===== src/rtl/mem_stage_access.sv =====
// -----------------------------------------------------------------------------
// mem_stage_access
//
// MEM pipeline stage. Consumes the EX/MEM register (datapath and control),
// turns a registered load/store into a req/ack transaction on the data-memory
// port, stalls the front of the pipeline while an access is outstanding, and
// drives the MEM/WB register for write-back.
//
// Parameters
//   MAX_WAIT      WAIT-state cycles without dmem_ack before the access is
//                 aborted (legal range 1..255).
//
// Ports
//   clk, rst      rising-edge clock, asynchronous active-low reset
//   pc_4, alu_res, wdata, dst
//                 EX/MEM datapath fields (alu_res is the byte address)
//   mem_read, mem_write, mem_to_reg, reg_write
//                 EX/MEM control fields
//   dmem_req/we/addr/wdata
//                 registered memory request (we: 1 = store, 0 = load)
//   dmem_ack, dmem_rdata
//                 memory completion and load data
//   stall         combinational; freezes PC, IF/ID, ID/EX and EX/MEM
//   wb_*          registered MEM/WB fields
//   misalign_err, timeout_err
//                 registered one-cycle error pulses
// -----------------------------------------------------------------------------
module mem_stage_access #(
  parameter int unsigned MAX_WAIT = 16
) (
  input  logic        clk,
  input  logic        rst,
  input  logic [31:0] pc_4,
  input  logic [31:0] alu_res,
  input  logic [31:0] wdata,
  input  logic [4:0]  dst,
  input  logic        mem_read,
  input  logic        mem_write,
  input  logic [1:0]  mem_to_reg,
  input  logic        reg_write,
  output logic        dmem_req,
  output logic        dmem_we,
  output logic [31:0] dmem_addr,
  output logic [31:0] dmem_wdata,
  input  logic        dmem_ack,
  input  logic [31:0] dmem_rdata,
  output logic        stall,
  output logic [31:0] wb_pc_4,
  output logic [31:0] wb_alu_res,
  output logic [31:0] wb_rdata,
  output logic [4:0]  wb_dst,
  output logic [1:0]  wb_mem_to_reg,
  output logic        wb_reg_write,
  output logic        misalign_err,
  output logic        timeout_err
);

  typedef enum logic {
    IDLE = 1'b0,
    WAIT = 1'b1
  } state_e;

  // Counter value seen in the last WAIT cycle before the access is aborted.
  localparam logic [7:0] LAST_WAIT = 8'(MAX_WAIT - 1);

  state_e      state_q, state_d;
  logic [7:0]  cnt_q, cnt_d;
  logic        req_q, req_d;
  logic        we_q, we_d;
  logic [31:0] addr_q, addr_d;
  logic [31:0] wdata_q, wdata_d;
  logic [31:0] wb_pc_4_q, wb_pc_4_d;
  logic [31:0] wb_alu_res_q, wb_alu_res_d;
  logic [31:0] wb_rdata_q, wb_rdata_d;
  logic [4:0]  wb_dst_q, wb_dst_d;
  logic [1:0]  wb_mem_to_reg_q, wb_mem_to_reg_d;
  logic        wb_reg_write_q, wb_reg_write_d;
  logic        misalign_q, misalign_d;
  logic        timeout_q, timeout_d;

  logic        mem_op;
  logic        aligned;
  logic        timeout_hit;
  logic        stall_c;
  logic        load_wb;
  logic        bubble;
  logic [31:0] rdata_sel;

  assign mem_op      = mem_read | mem_write;
  assign aligned     = (alu_res[1:0] == 2'b00);
  assign timeout_hit = (cnt_q == LAST_WAIT);

  // NOTE: every signal written here gets a default first, so no path through
  // the case statement can leave one unassigned and infer a latch.
  always_comb begin
    state_d         = state_q;
    cnt_d           = cnt_q;
    req_d           = req_q;
    we_d            = we_q;
    addr_d          = addr_q;
    wdata_d         = wdata_q;
    wb_pc_4_d       = wb_pc_4_q;
    wb_alu_res_d    = wb_alu_res_q;
    wb_rdata_d      = wb_rdata_q;
    wb_dst_d        = wb_dst_q;
    wb_mem_to_reg_d = wb_mem_to_reg_q;
    wb_reg_write_d  = wb_reg_write_q;
    misalign_d      = 1'b0;
    timeout_d       = 1'b0;
    stall_c         = 1'b0;
    load_wb         = 1'b0;
    bubble          = 1'b0;
    rdata_sel       = 32'h0;

    case (state_q)
      IDLE: begin
        // A late or spurious dmem_ack is deliberately not looked at here.
        if (!mem_op) begin
          load_wb = 1'b1;
        end else if (!aligned) begin
          // Misaligned access is dropped without touching the memory port.
          load_wb    = 1'b1;
          bubble     = 1'b1;
          misalign_d = 1'b1;
        end else begin
          // Store wins when both mem_read and mem_write are set.
          stall_c = 1'b1;
          req_d   = 1'b1;
          we_d    = mem_write;
          addr_d  = {alu_res[31:2], 2'b00};
          wdata_d = wdata;
          cnt_d   = 8'd0;
          bubble  = 1'b1;
          state_d = WAIT;
        end
      end

      WAIT: begin
        if (dmem_ack) begin
          // Ack beats a coincident timeout; upstream advances at this edge.
          req_d     = 1'b0;
          load_wb   = 1'b1;
          rdata_sel = we_q ? 32'h0 : dmem_rdata;
          state_d   = IDLE;
        end else if (timeout_hit) begin
          // Stall is released in the abort cycle itself so the aborted
          // instruction leaves EX/MEM and is not reissued from IDLE.
          req_d     = 1'b0;
          timeout_d = 1'b1;
          bubble    = 1'b1;
          state_d   = IDLE;
        end else begin
          stall_c = 1'b1;
          cnt_d   = cnt_q + 8'd1;
        end
      end

      default: state_d = IDLE;
    endcase

    if (load_wb) begin
      wb_pc_4_d       = pc_4;
      wb_alu_res_d    = alu_res;
      wb_rdata_d      = rdata_sel;
      wb_dst_d        = dst;
      wb_mem_to_reg_d = mem_to_reg;
      wb_reg_write_d  = reg_write;
    end
    if (bubble) begin
      wb_reg_write_d = 1'b0;
    end
  end

  // NOTE: state is updated only with non-blocking assignments so every
  // register samples the pre-edge value of every other register.
  always_ff @(posedge clk or negedge rst) begin
    if (!rst) begin
      state_q         <= IDLE;
      cnt_q           <= 8'd0;
      req_q           <= 1'b0;
      we_q            <= 1'b0;
      addr_q          <= 32'h0;
      wdata_q         <= 32'h0;
      wb_pc_4_q       <= 32'h0;
      wb_alu_res_q    <= 32'h0;
      wb_rdata_q      <= 32'h0;
      wb_dst_q        <= 5'd0;
      wb_mem_to_reg_q <= 2'd0;
      wb_reg_write_q  <= 1'b0;
      misalign_q      <= 1'b0;
      timeout_q       <= 1'b0;
    end else begin
      state_q         <= state_d;
      cnt_q           <= cnt_d;
      req_q           <= req_d;
      we_q            <= we_d;
      addr_q          <= addr_d;
      wdata_q         <= wdata_d;
      wb_pc_4_q       <= wb_pc_4_d;
      wb_alu_res_q    <= wb_alu_res_d;
      wb_rdata_q      <= wb_rdata_d;
      wb_dst_q        <= wb_dst_d;
      wb_mem_to_reg_q <= wb_mem_to_reg_d;
      wb_reg_write_q  <= wb_reg_write_d;
      misalign_q      <= misalign_d;
      timeout_q       <= timeout_d;
    end
  end

  // stall is combinational from the EX/MEM inputs, so it is gated by reset
  // to read 0 while reset is held regardless of what upstream presents.
  assign stall         = rst & stall_c;
  assign dmem_req      = req_q;
  assign dmem_we       = we_q;
  assign dmem_addr     = addr_q;
  assign dmem_wdata    = wdata_q;
  assign wb_pc_4       = wb_pc_4_q;
  assign wb_alu_res    = wb_alu_res_q;
  assign wb_rdata      = wb_rdata_q;
  assign wb_dst        = wb_dst_q;
  assign wb_mem_to_reg = wb_mem_to_reg_q;
  assign wb_reg_write  = wb_reg_write_q;
  assign misalign_err  = misalign_q;
  assign timeout_err   = timeout_q;

endmodule


===== config.mk =====
export PLATFORM = sky130hd
export DESIGN_NAME = mem_stage_access
export DESIGN_NICKNAME = d
export VERILOG_FILES = /design/src/rtl/mem_stage_access.sv
export SDC_FILE = /design/constraint.sdc
export NUM_CORES = 1
export LEC_CHECK = 0
export BUFFER_PORTS_ARGS = -buffer_cell sky130_fd_sc_hd__clkbuf_2
export CAP_MARGIN = 15
export CORE_UTILIZATION = 47
export DETAILED_ROUTE_END_ITERATION = 10
export MAX_ROUTING_LAYER = met4
export PLACE_DENSITY = 0.87
export SLEW_MARGIN = 20
export SYNTH_ARGS = -nofsm -noshare
export SYNTH_HDL_FRONTEND = slang
export SYNTH_SLANG_ARGS = --single-unit

===== constraint.sdc =====
create_clock -name clk -period 1.73 [get_ports clk]
set_input_delay 0.173 -clock clk [delete_from_list [all_inputs] [get_ports clk]]
set_output_delay 0.173 -clock clk [all_outputs]
set_load 0.005 [all_outputs]

==> qor.yml, run 1 <==
power_and_ir_drop:
  total_leakage_power_uw: 0.00569
  max-vdd-ir-drop_uv: 910
  power.density_nw_per_um2: 1070
die:
  start_util: 0.487
  core-area_sq_um: 14000
  die-area_sq_um: 15000
  io-pin-count: 314
  die_x_um: 123
  die_h_um: 123
  fp-row-count: 43
synthesis:
  ys_seq_area_frac: 0.655
  avgSynthCellArea_sq_um: 12.3
  ys_warn_count: 0
  ys_ff_latch: 179
  postSynthCellCount: 554
  ys_types: 36
  synth.top_cell.area_share: 0.655
  yosys-top-cells-area: "dfrtp_1 (65%), nand2_1 (11%), mux2_2 (8.4%)"
  yosysTopAreaCell: "dfrtp_1"
  syn_area_sq_um: 6840
routing:
  first_pass_iters: 4
  wirelength_um: 21400
  drtIter0Drc: 382
  drtAntennaViolNets: 0
  vias: 6133
  viasPerCell: 5.10
  drt-wirelength-per-cell_um: 17.8
  drc: 0
setup_path:
  cp-start-kind: "register"
  critPathKind: "register to output port"
  cp_max_fo: 2
  crit_chain: "or4_4, o21ai_4, nand2_2, and2_4, buf_6"
  worst-r2r-setup-slack_ns: 0.05
  cpPeakStageDelay_ns: 0.57
  crit_path_end_kind: "output port"
  required_ns: 1.56
  critPathSlowestCell: "or4_4"
  cp.arrival_ns: 1.90
grt:
  busiest_layer: "met2"
  track_usage: 0.291
  met3_usage: 0.0683
  grt_pass1_wl_um: 32100
  grt_pass1_vias: 6461
  grt_overflow: 0
  met1_usage: 0.310
  use_met2: 0.507
  grt_max_degree: 82
  antenna_found_initial: 1
clock_tree:
  clkSinkCount: 179
  clk_latency_ns: 0.42
  cts.clk_slew.worst_paths_ns: 0.06
  clockRootBuffer: "clkbuf_16"
  cts_tree: "done"
  htree_levels: 4
  clk_path_buf_depth: 2
  cts_buffers: 17
sta:
  max_freq_mhz: 483
  period_needed_ns: 2.07
  rsz0062_at_grt: "true"
  slew_violations: 0
  setup_ws_ns: -0.342
  finalHoldViolCount: 0
  tns_ns: -0.342
  final-setup-viol-count: 1
  finalCritPeriodShare: 1.20
  finClkSkew_ns: 0.0156
placement:
  dp_hpwl_um: 12200
  gp_congestion: 0.829
  pre_cts_ws_ns: 0.0924
  port-buffer-count: 311
finish:
  nNetsFinal: 1150
  syn2layout_area_growth_pct: 56.1
  drive_above_1_share: 0.435
  mostFrequentLayoutCell: "clkbuf_2"
  layout_common_cells: "clkbuf_2 (309), nand2_1 (196), dfrtp_1 (179)"
hold_path:
  holdCritPathClass: "input port to register"
status:
  status: "finished, violations left"
  violations: "negative setup slack"
job:
  drv_cap: 0
==> where the power goes <==
part | internal [uW] | switching, uW | leakage (uW)
logic | 1150 | 1050 | 0.00316
clock network | 2540 | 1590 | 0.000309
registers | 4770 | 362 | 0.00223
total | 8460 | 3000 | 0.00569
==> cells by family (layout without fill, tap and decap cells) <==
logic type / Yosys count / count (layout) / share of synthesized area
buf+inv: 34 / 499 / 0.0243
fa+ha+maj: 1 / 1 / 0.00183
simple gates: 220 / 220 / 0.129
flops: 179 / 179 / 0.655
xor+xnor: 1 / 1 / 0.00128
compound gates: 45 / 45 / 0.0576
mux: 73 / 73 / 0.131
other cells: 1 / 4 / 0.000548
==> critical path, delay by kind of cell (launching register included) <==
family | cells | cell delay (ns)
compound gates | 1 | 0.18
buf+inv | 1 | 0.11
flops | 1 | 0.38
simple gates | 3 | 0.81
==> cells in the mapped netlist (all sizes together) <==
cell	n
ha	1
dfrtp	179
nor3	3
o21a	1
mux2	71
a22o	32
o311ai	1
and2	2
xor2	1
buf	26
o211ai	3
and3	1
and2b	1
conb	1
nand2b	2
or4	2
nand2	198
o21ai	5
nand3	4
inv	4
mux2i	2
clkbuf	4
nor2	7
o21bai	1
o31ai	2
==> routing by layer <==
| metal | vias to the layer above | wire (um) |
|---|---|---|
| met3 | 83 | 1370 |
| met1 | 3011 | 7930 |
| met2 | 302 | 11200 |
| met4 | 0 | 938 |
| li1 | 2737 | - |
| met5 | - | 0 |
==> layout make-up <==
class                   instances  area (sq um)
clock inverters                11           175
flip-flops and latches        179          4480
clock buffers                  20           467
inverters                       4          15.0
repair buffers                464          3100
diodes                          2          5.00
fillers                       790          3360
well taps                     180           225
multi-input cells             342          2210
==> per-stage QoR <==
step | area [sq um] | util | hold WS, ns | instances | power (uW)
after detailed placement | 8650 | 0.616 | 0.100 | 1031 | 7050
after CTS | 10600 | 0.757 | 0.00368 | 1196 | 11400
after floorplan | 6840 | - | -0.123 | 555 | 5960
final | 10700 | 0.760 | 0.0135 | 1202 | 11500
after global placement | 8650 | 0.616 | 0.104 | 1031 | 6960
after global routing | 10700 | 0.760 | 0.00638 | 1201 | 11900
==> worst paths after layout <==
| kind | start | end | cells after the start |
|---|---|---|---|
| min in group asynchronous | rst | dmem_wdata[5] | 2 |
| min reg2reg | dmem_wdata[10] | dmem_wdata[10] | 2 |
| min | pc_4[31] | wb_pc_4[31] | 2 |
| max reg2reg | cnt_q[5] | cnt_q[3] | 5 |
| max | cnt_q[5] | stall | 5 |
| max in group asynchronous | rst | wb_alu_res[9] | 3 |
==> repair_timing <==
item / 4_1_cts / 5_1_grt
pin swaps: 1 / 3
resized for setup: 0 / 3
setup endpoints to repair: 1 / 2
setup buffers: 2 / 3
hold endpoints to repair: 185 / 1
hold buffers: 132 / 1
No activity file was read; power rests on OpenSTA's default activity.
==> run 2, diff against run 1 <==
- CELL_PAD_IN_SITES_DETAIL_PLACEMENT: default -> 0
- CELL_PAD_IN_SITES_GLOBAL_PLACEMENT: default -> 1
- CORE_UTILIZATION: 47 -> 35
- PLACE_DENSITY: 0.87 -> 0.86
==> run 2 against run 1 <==
The flow still finishes with violations (negative setup slack). Sequential cell count unchanged. Via count down 4.4%. Critical endpoint unchanged. Highest routed layer unchanged. Global-route usage down 7.2 points. Clock power down 2%. Worst hold slack better by 0.034 ns. First-iteration DRC count down 43%. Final area up 1.0%. Sequential share of layout area down 0.42 points. Clock-buffer cell count down 2. Wire length down 1.9%.
==> qor.yml, run 2 (synthesis results as in run 1) <==
setup_path:
  critPathKind: "register to output port"
  cp-start-kind: "register"
  critical_path.top_delay_family: "simple AND/OR/NAND/NOR gates"
  required_ns: 1.56
  critPathSlowestCell: "or4_4"
  cpPeakStageDelay_ns: 0.55
  cp.arrival_ns: 1.84
  cp_num_buf_inv: 1
  crit_path_end_kind: "output port"
  crit_chain: "or4_4, o21ai_4, nand2_2, and2_4, clkbuf_2"
  cp_max_fo: 2
sta:
  finalHoldViolCount: 0
  finalCritPeriodShare: 1.16
  worst_hold_slack_ns: 0.0478
  final-setup-viol-count: 1
  finClkSkew_ns: 0.0110
  setup_ws_ns: -0.280
  max_freq_mhz: 498
  rsz0062_at_grt: "true"
  worst_pin_slew_ns: 0.603
  period_needed_ns: 2.01
  maxSlewHeadroom: 0.598
  slew_violations: 0
grt:
  grt_overflow: 0
  antenna_found_initial: 0
  grt_pass1_wl_um: 32400
  grt_pass1_vias: 6191
  track_usage: 0.220
  grt_max_degree: 110
finish:
  finalNonFillerCells: 1276
  syn2layout_area_growth_pct: 57.7
  fillers: 1561
  nNetsFinal: 1146
  fin_area_sq_um: 10800
  layout_common_cells: "clkbuf_2 (310), nand2_1 (196), dfrtp_1 (179)"
  mostFrequentLayoutCell: "clkbuf_2"
  antennaDiodeCount: 0
  drive_above_1_share: 0.432
placement:
  dp_cells: 1109
  pre_cts_ws_ns: 0.101
  place_area_sq_um: 8780
  dp_hpwl_um: 12900
  gp_congestion: 0.773
  port-buffer-count: 311
die:
  die_x_um: 142
  core-area_sq_um: 19000
  fp-row-count: 50
  die-area_sq_um: 20100
  die_h_um: 142
  io-pin-count: 314
  start_util: 0.361
clock_tree:
  cts_buffers: 17
  cts.clk_slew.worst_paths_ns: 0.06
  clk_path_buf_depth: 2
  clockRootBuffer: "clkbuf_16"
  clk_latency_ns: 0.43
  clkSinkCount: 179
  cts_tree: "done"
  htree_levels: 4
power_and_ir_drop:
  max-vdd-ir-drop_uv: 678
  power.density_nw_per_um2: 1050
  total_leakage_power_uw: 0.00570
  power_uw: 11300
routing:
  wirelength_um: 21000
  drt-wirelength-per-cell_um: 16.5
  viasPerCell: 4.59
  drc: 0
  drtAntennaViolNets: 0
  first_pass_iters: 4
  vias: 5861
  drtIter0Drc: 217
status:
  violations: "negative setup slack"
  status: "finished, violations left"
job:
  drv_cap: 0
hold_path:
  holdCritPathClass: "input port to register"
## run 2: cell count changes in the layout (fill, tap and decap cells not counted), sizes merged
cell,delta
inv,+4
clkinvlp,-1
diode,-2
bufbuf,+1
bufinv,-1
dlygate4sd3,+1
buf,-8
## run 2: worst paths after layout
check	startpoint	cells past startpoint	slack, ns	end
max in group asynchronous	rst	3	0.72	wb_reg_write
worst min-delay path	pc_4[30]	2	0.05	wb_pc_4[30]
min in group asynchronous	rst	2	0.18	cnt_q[7]
worst min register to register	dmem_addr[7]	2	0.47	dmem_addr[7]
worst max register to register	cnt_q[0]	6	0.09	cnt_q[6]
worst max-delay path	cnt_q[4]	5	-0.28	stall
## run 2: layout make-up
class	instances	area, sq um	share of cell area
flip-flops and latches	179	4480	0.415
inverters	4	15.0	0.00139
well taps	260	325	0.0302
repair buffers	460	3140	0.291
multi-input cells	342	2220	0.205
clock inverters	13	171	0.0159
clock buffers	18	439	0.0407
## run 2: per-layer routing
metal,track usage,part of all wire,vias to the layer above
met1,0.250,0.41,2839
met4,0.0787,0.021,0
met2,0.374,0.50,245
met3,0.0557,0.062,36
li1,-,-,2741
met5,-,0,-
## run 2: per-stage QoR
stage,util,TNS (ns)
after detailed placement,0.463,0
after global routing,0.569,-0.356
after floorplan,-,0
final,0.569,-0.280
after CTS,0.569,-0.300
after global placement,0.463,0
## run 2: power breakdown
group | internal, uW | leakage (uW) | switching [uW] | total [uW]
clock network | 2330 | 0.000299 | 1700 | 4040
registers | 4770 | 0.00223 | 343 | 5110
logic | 1160 | 0.00317 | 1010 | 2170
total | 8260 | 0.00570 | 3050 | 11300
## run 2: repair_timing
item / 4_1_cts / 5_1_grt
gates cloned: 1 / 0
endpoints found under the hold margin: 230 / 0
hold buffers: 134 / 0
gates resized for setup: 2 / 0
setup endpoints to repair: 1 / 1
setup buffers: 1 / 0
pin swaps: 2 / 0
==> run 3, diff against run 2 <==
- BUFFER_PORTS_ARGS: -buffer_cell sky130_fd_sc_hd__clkbuf_2 -> default
- CORE_UTILIZATION: 35 -> 47
- DONT_BUFFER_PORTS: default -> 1
- PLACE_DENSITY: 0.86 -> 0.85
==> run 3 against run 2 <==
The flow finishes with violations (negative hold slack, negative setup slack). Cell count fell by 30%. Utilization up 9.0 points. Global-route usage grew 3.5 points. Highest routed layer unchanged. Register-to-register slack got worse by 0.23 ns. Critical path depth shrank 1. Clock-buffer cell count rose by 1. First-iteration DRC count increased by 45%. Clock power grew 5.7%. Power down 3.7%. Critical endpoint unchanged. Worst hold slack worse by 0.61 ns.
==> qor.yml, run 3 (synthesis results as in run 1) <==
routing:
  drc: 0
  first_pass_iters: 4
  drtIter0Drc: 315
  drt-wirelength-per-cell_um: 20.8
  viasPerCell: 5.38
  drtAntennaViolNets: 0
  wirelength_um: 18700
  vias: 4834
placement:
  port-buffer-count: 0
  place_area_sq_um: 7040
  gp_congestion: 0.801
  dp_hpwl_um: 11200
setup_path:
  crit_path_end: "stall"
  cp-start-kind: "register"
  crit_chain: "or4_4, o21ai_4, nand2_2, and2_4"
  crit_path_end_kind: "output port"
  critPathSlowestCell: "or4_4"
  reg2reg_to: "state_q"
  cp.arrival_ns: 1.74
  cp_max_fo: 2
  critPathKind: "register to output port"
  cpPeakStageDelay_ns: 0.56
  required_ns: 1.56
  rr_worst_depth: 8
  startpoint: "cnt_q[4]"
  critical_path.reg2reg.startpoint: "cnt_q[4]"
  worst-r2r-setup-slack_ns: -0.14
finish:
  mostFrequentLayoutCell: "nand2_1"
  drive_above_1_share: 0.190
  fin_area_sq_um: 9250
  layout_common_cells: "nand2_1 (196), dfrtp_1 (179), dlygate4sd3_1 (140)"
  syn2layout_area_growth_pct: 35.3
  nNetsFinal: 846
  multi_input_area_sq_um: 2260
  fillers: 957
  regArea_sq_um: 4480
grt:
  track_usage: 0.254
  antenna_found_initial: 2
  grt_pass1_vias: 5203
  grt_pass1_wl_um: 27400
  grt_overflow: 0
  grt_max_degree: 181
die:
  io-pin-count: 314
  die_h_um: 123
  core-area_sq_um: 14000
  fp-row-count: 43
  start_util: 0.487
  die-area_sq_um: 15000
  die_x_um: 123
clock_tree:
  clkSinkCount: 179
  cts.clk_slew.worst_paths_ns: 0.07
  cts_buffers: 17
  clk_latency_ns: 0.42
  cts_tree: "done"
  hold_buffers: 140
  htree_levels: 4
  clk_path_buf_depth: 2
  clockRootBuffer: "clkbuf_16"
hold_path:
  holdCritPathClass: "input port to async pin"
sta:
  finClkSkew_ns: 0.0117
  setup_ws_ns: -0.183
  worst_hold_slack_ns: -0.559
  max_freq_mhz: 523
  slew_violations: 0
  finalHoldViolCount: 179
  rsz0062_at_grt: "true"
  period_needed_ns: 1.91
  finalCritPeriodShare: 1.11
  final-setup-viol-count: 2
power_and_ir_drop:
  power.density_nw_per_um2: 1180
  max-vdd-ir-drop_uv: 673
  total_leakage_power_uw: 0.00444
job:
  drv_cap: 0
status:
  violations: "negative hold slack, negative setup slack"
  status: "finished, violations left"
==> run 3: how the worst min path moves through the flow <==
stage | start | to | slack (ns) | cells past startpoint
detailed placement | rst | dmem_addr[31] | -0.12 | 0
floorplan | rst | cnt_q[0] | -0.12 | 0
global route | rst | dmem_addr[31] | -0.59 | 0
global placement | rst | dmem_addr[31] | -0.12 | 0
CTS | rst | timeout_err | -0.58 | 0
finish | rst | dmem_addr[31] | -0.56 | 0
==> run 3: worst max-delay path: cells and delay by family, from the launching register on <==
family / cells / cell delay (ns)
AO/OA/AOI/OAI: 1 / 0.17
flip-flops: 1 / 0.38
AND/OR/NAND/NOR: 3 / 0.77
==> run 3: layout make-up <==
class / instances / share of cell area
sequential: 179 / 0.484
multi-input combinational: 342 / 0.244
timing repair buffer: 160 / 0.173
clock buffer: 19 / 0.0479
tap: 180 / 0.0243
clock inverter: 13 / 0.0238
inverter: 4 / 0.00162
antenna: 2 / 0.000541
==> run 3: where the power goes <==
group / switching [uW] / internal (uW) / total, uW
Combinational: 558 / 731 / 1290
Sequential: 574 / 4770 / 5350
Clock: 1640 / 2630 / 4270
==> run 3: timing repair <==
item | CTS | global route
gates cloned | 0 | 0
gates resized for setup | 2 | 12
buffers inserted | 8 | 6
endpoints found under the setup margin | 1 | 34
pin swaps | 4 | 2
hold endpoints to repair | 348 | 179
==> run 3: metal layers <==
layer	wire length, um	GRT usage	vias to the layer above	part of all wire
met5	0	-	-	0
met4	517	0.113	0	0.028
met3	1880	0.104	40	0.10
met2	9840	0.437	274	0.52
met1	6510	0.250	2394	0.35
li1	-	-	2126	-
==> run 3: through the flow <==
stage | std cells | setup slack, ns | TNS, ns | power, uW | utilization
floorplan | 555 | 0.146 | 0 | 5960 | -
global placement | 713 | 0.0832 | 0 | 6230 | 0.501
detailed placement | 713 | 0.0231 | 0 | 6300 | 0.501
CTS | 893 | -0.231 | -0.387 | 10900 | 0.653
global route | 899 | -0.229 | -2.17 | 11400 | 0.659
finish | 899 | -0.183 | -0.327 | 10900 | 0.659
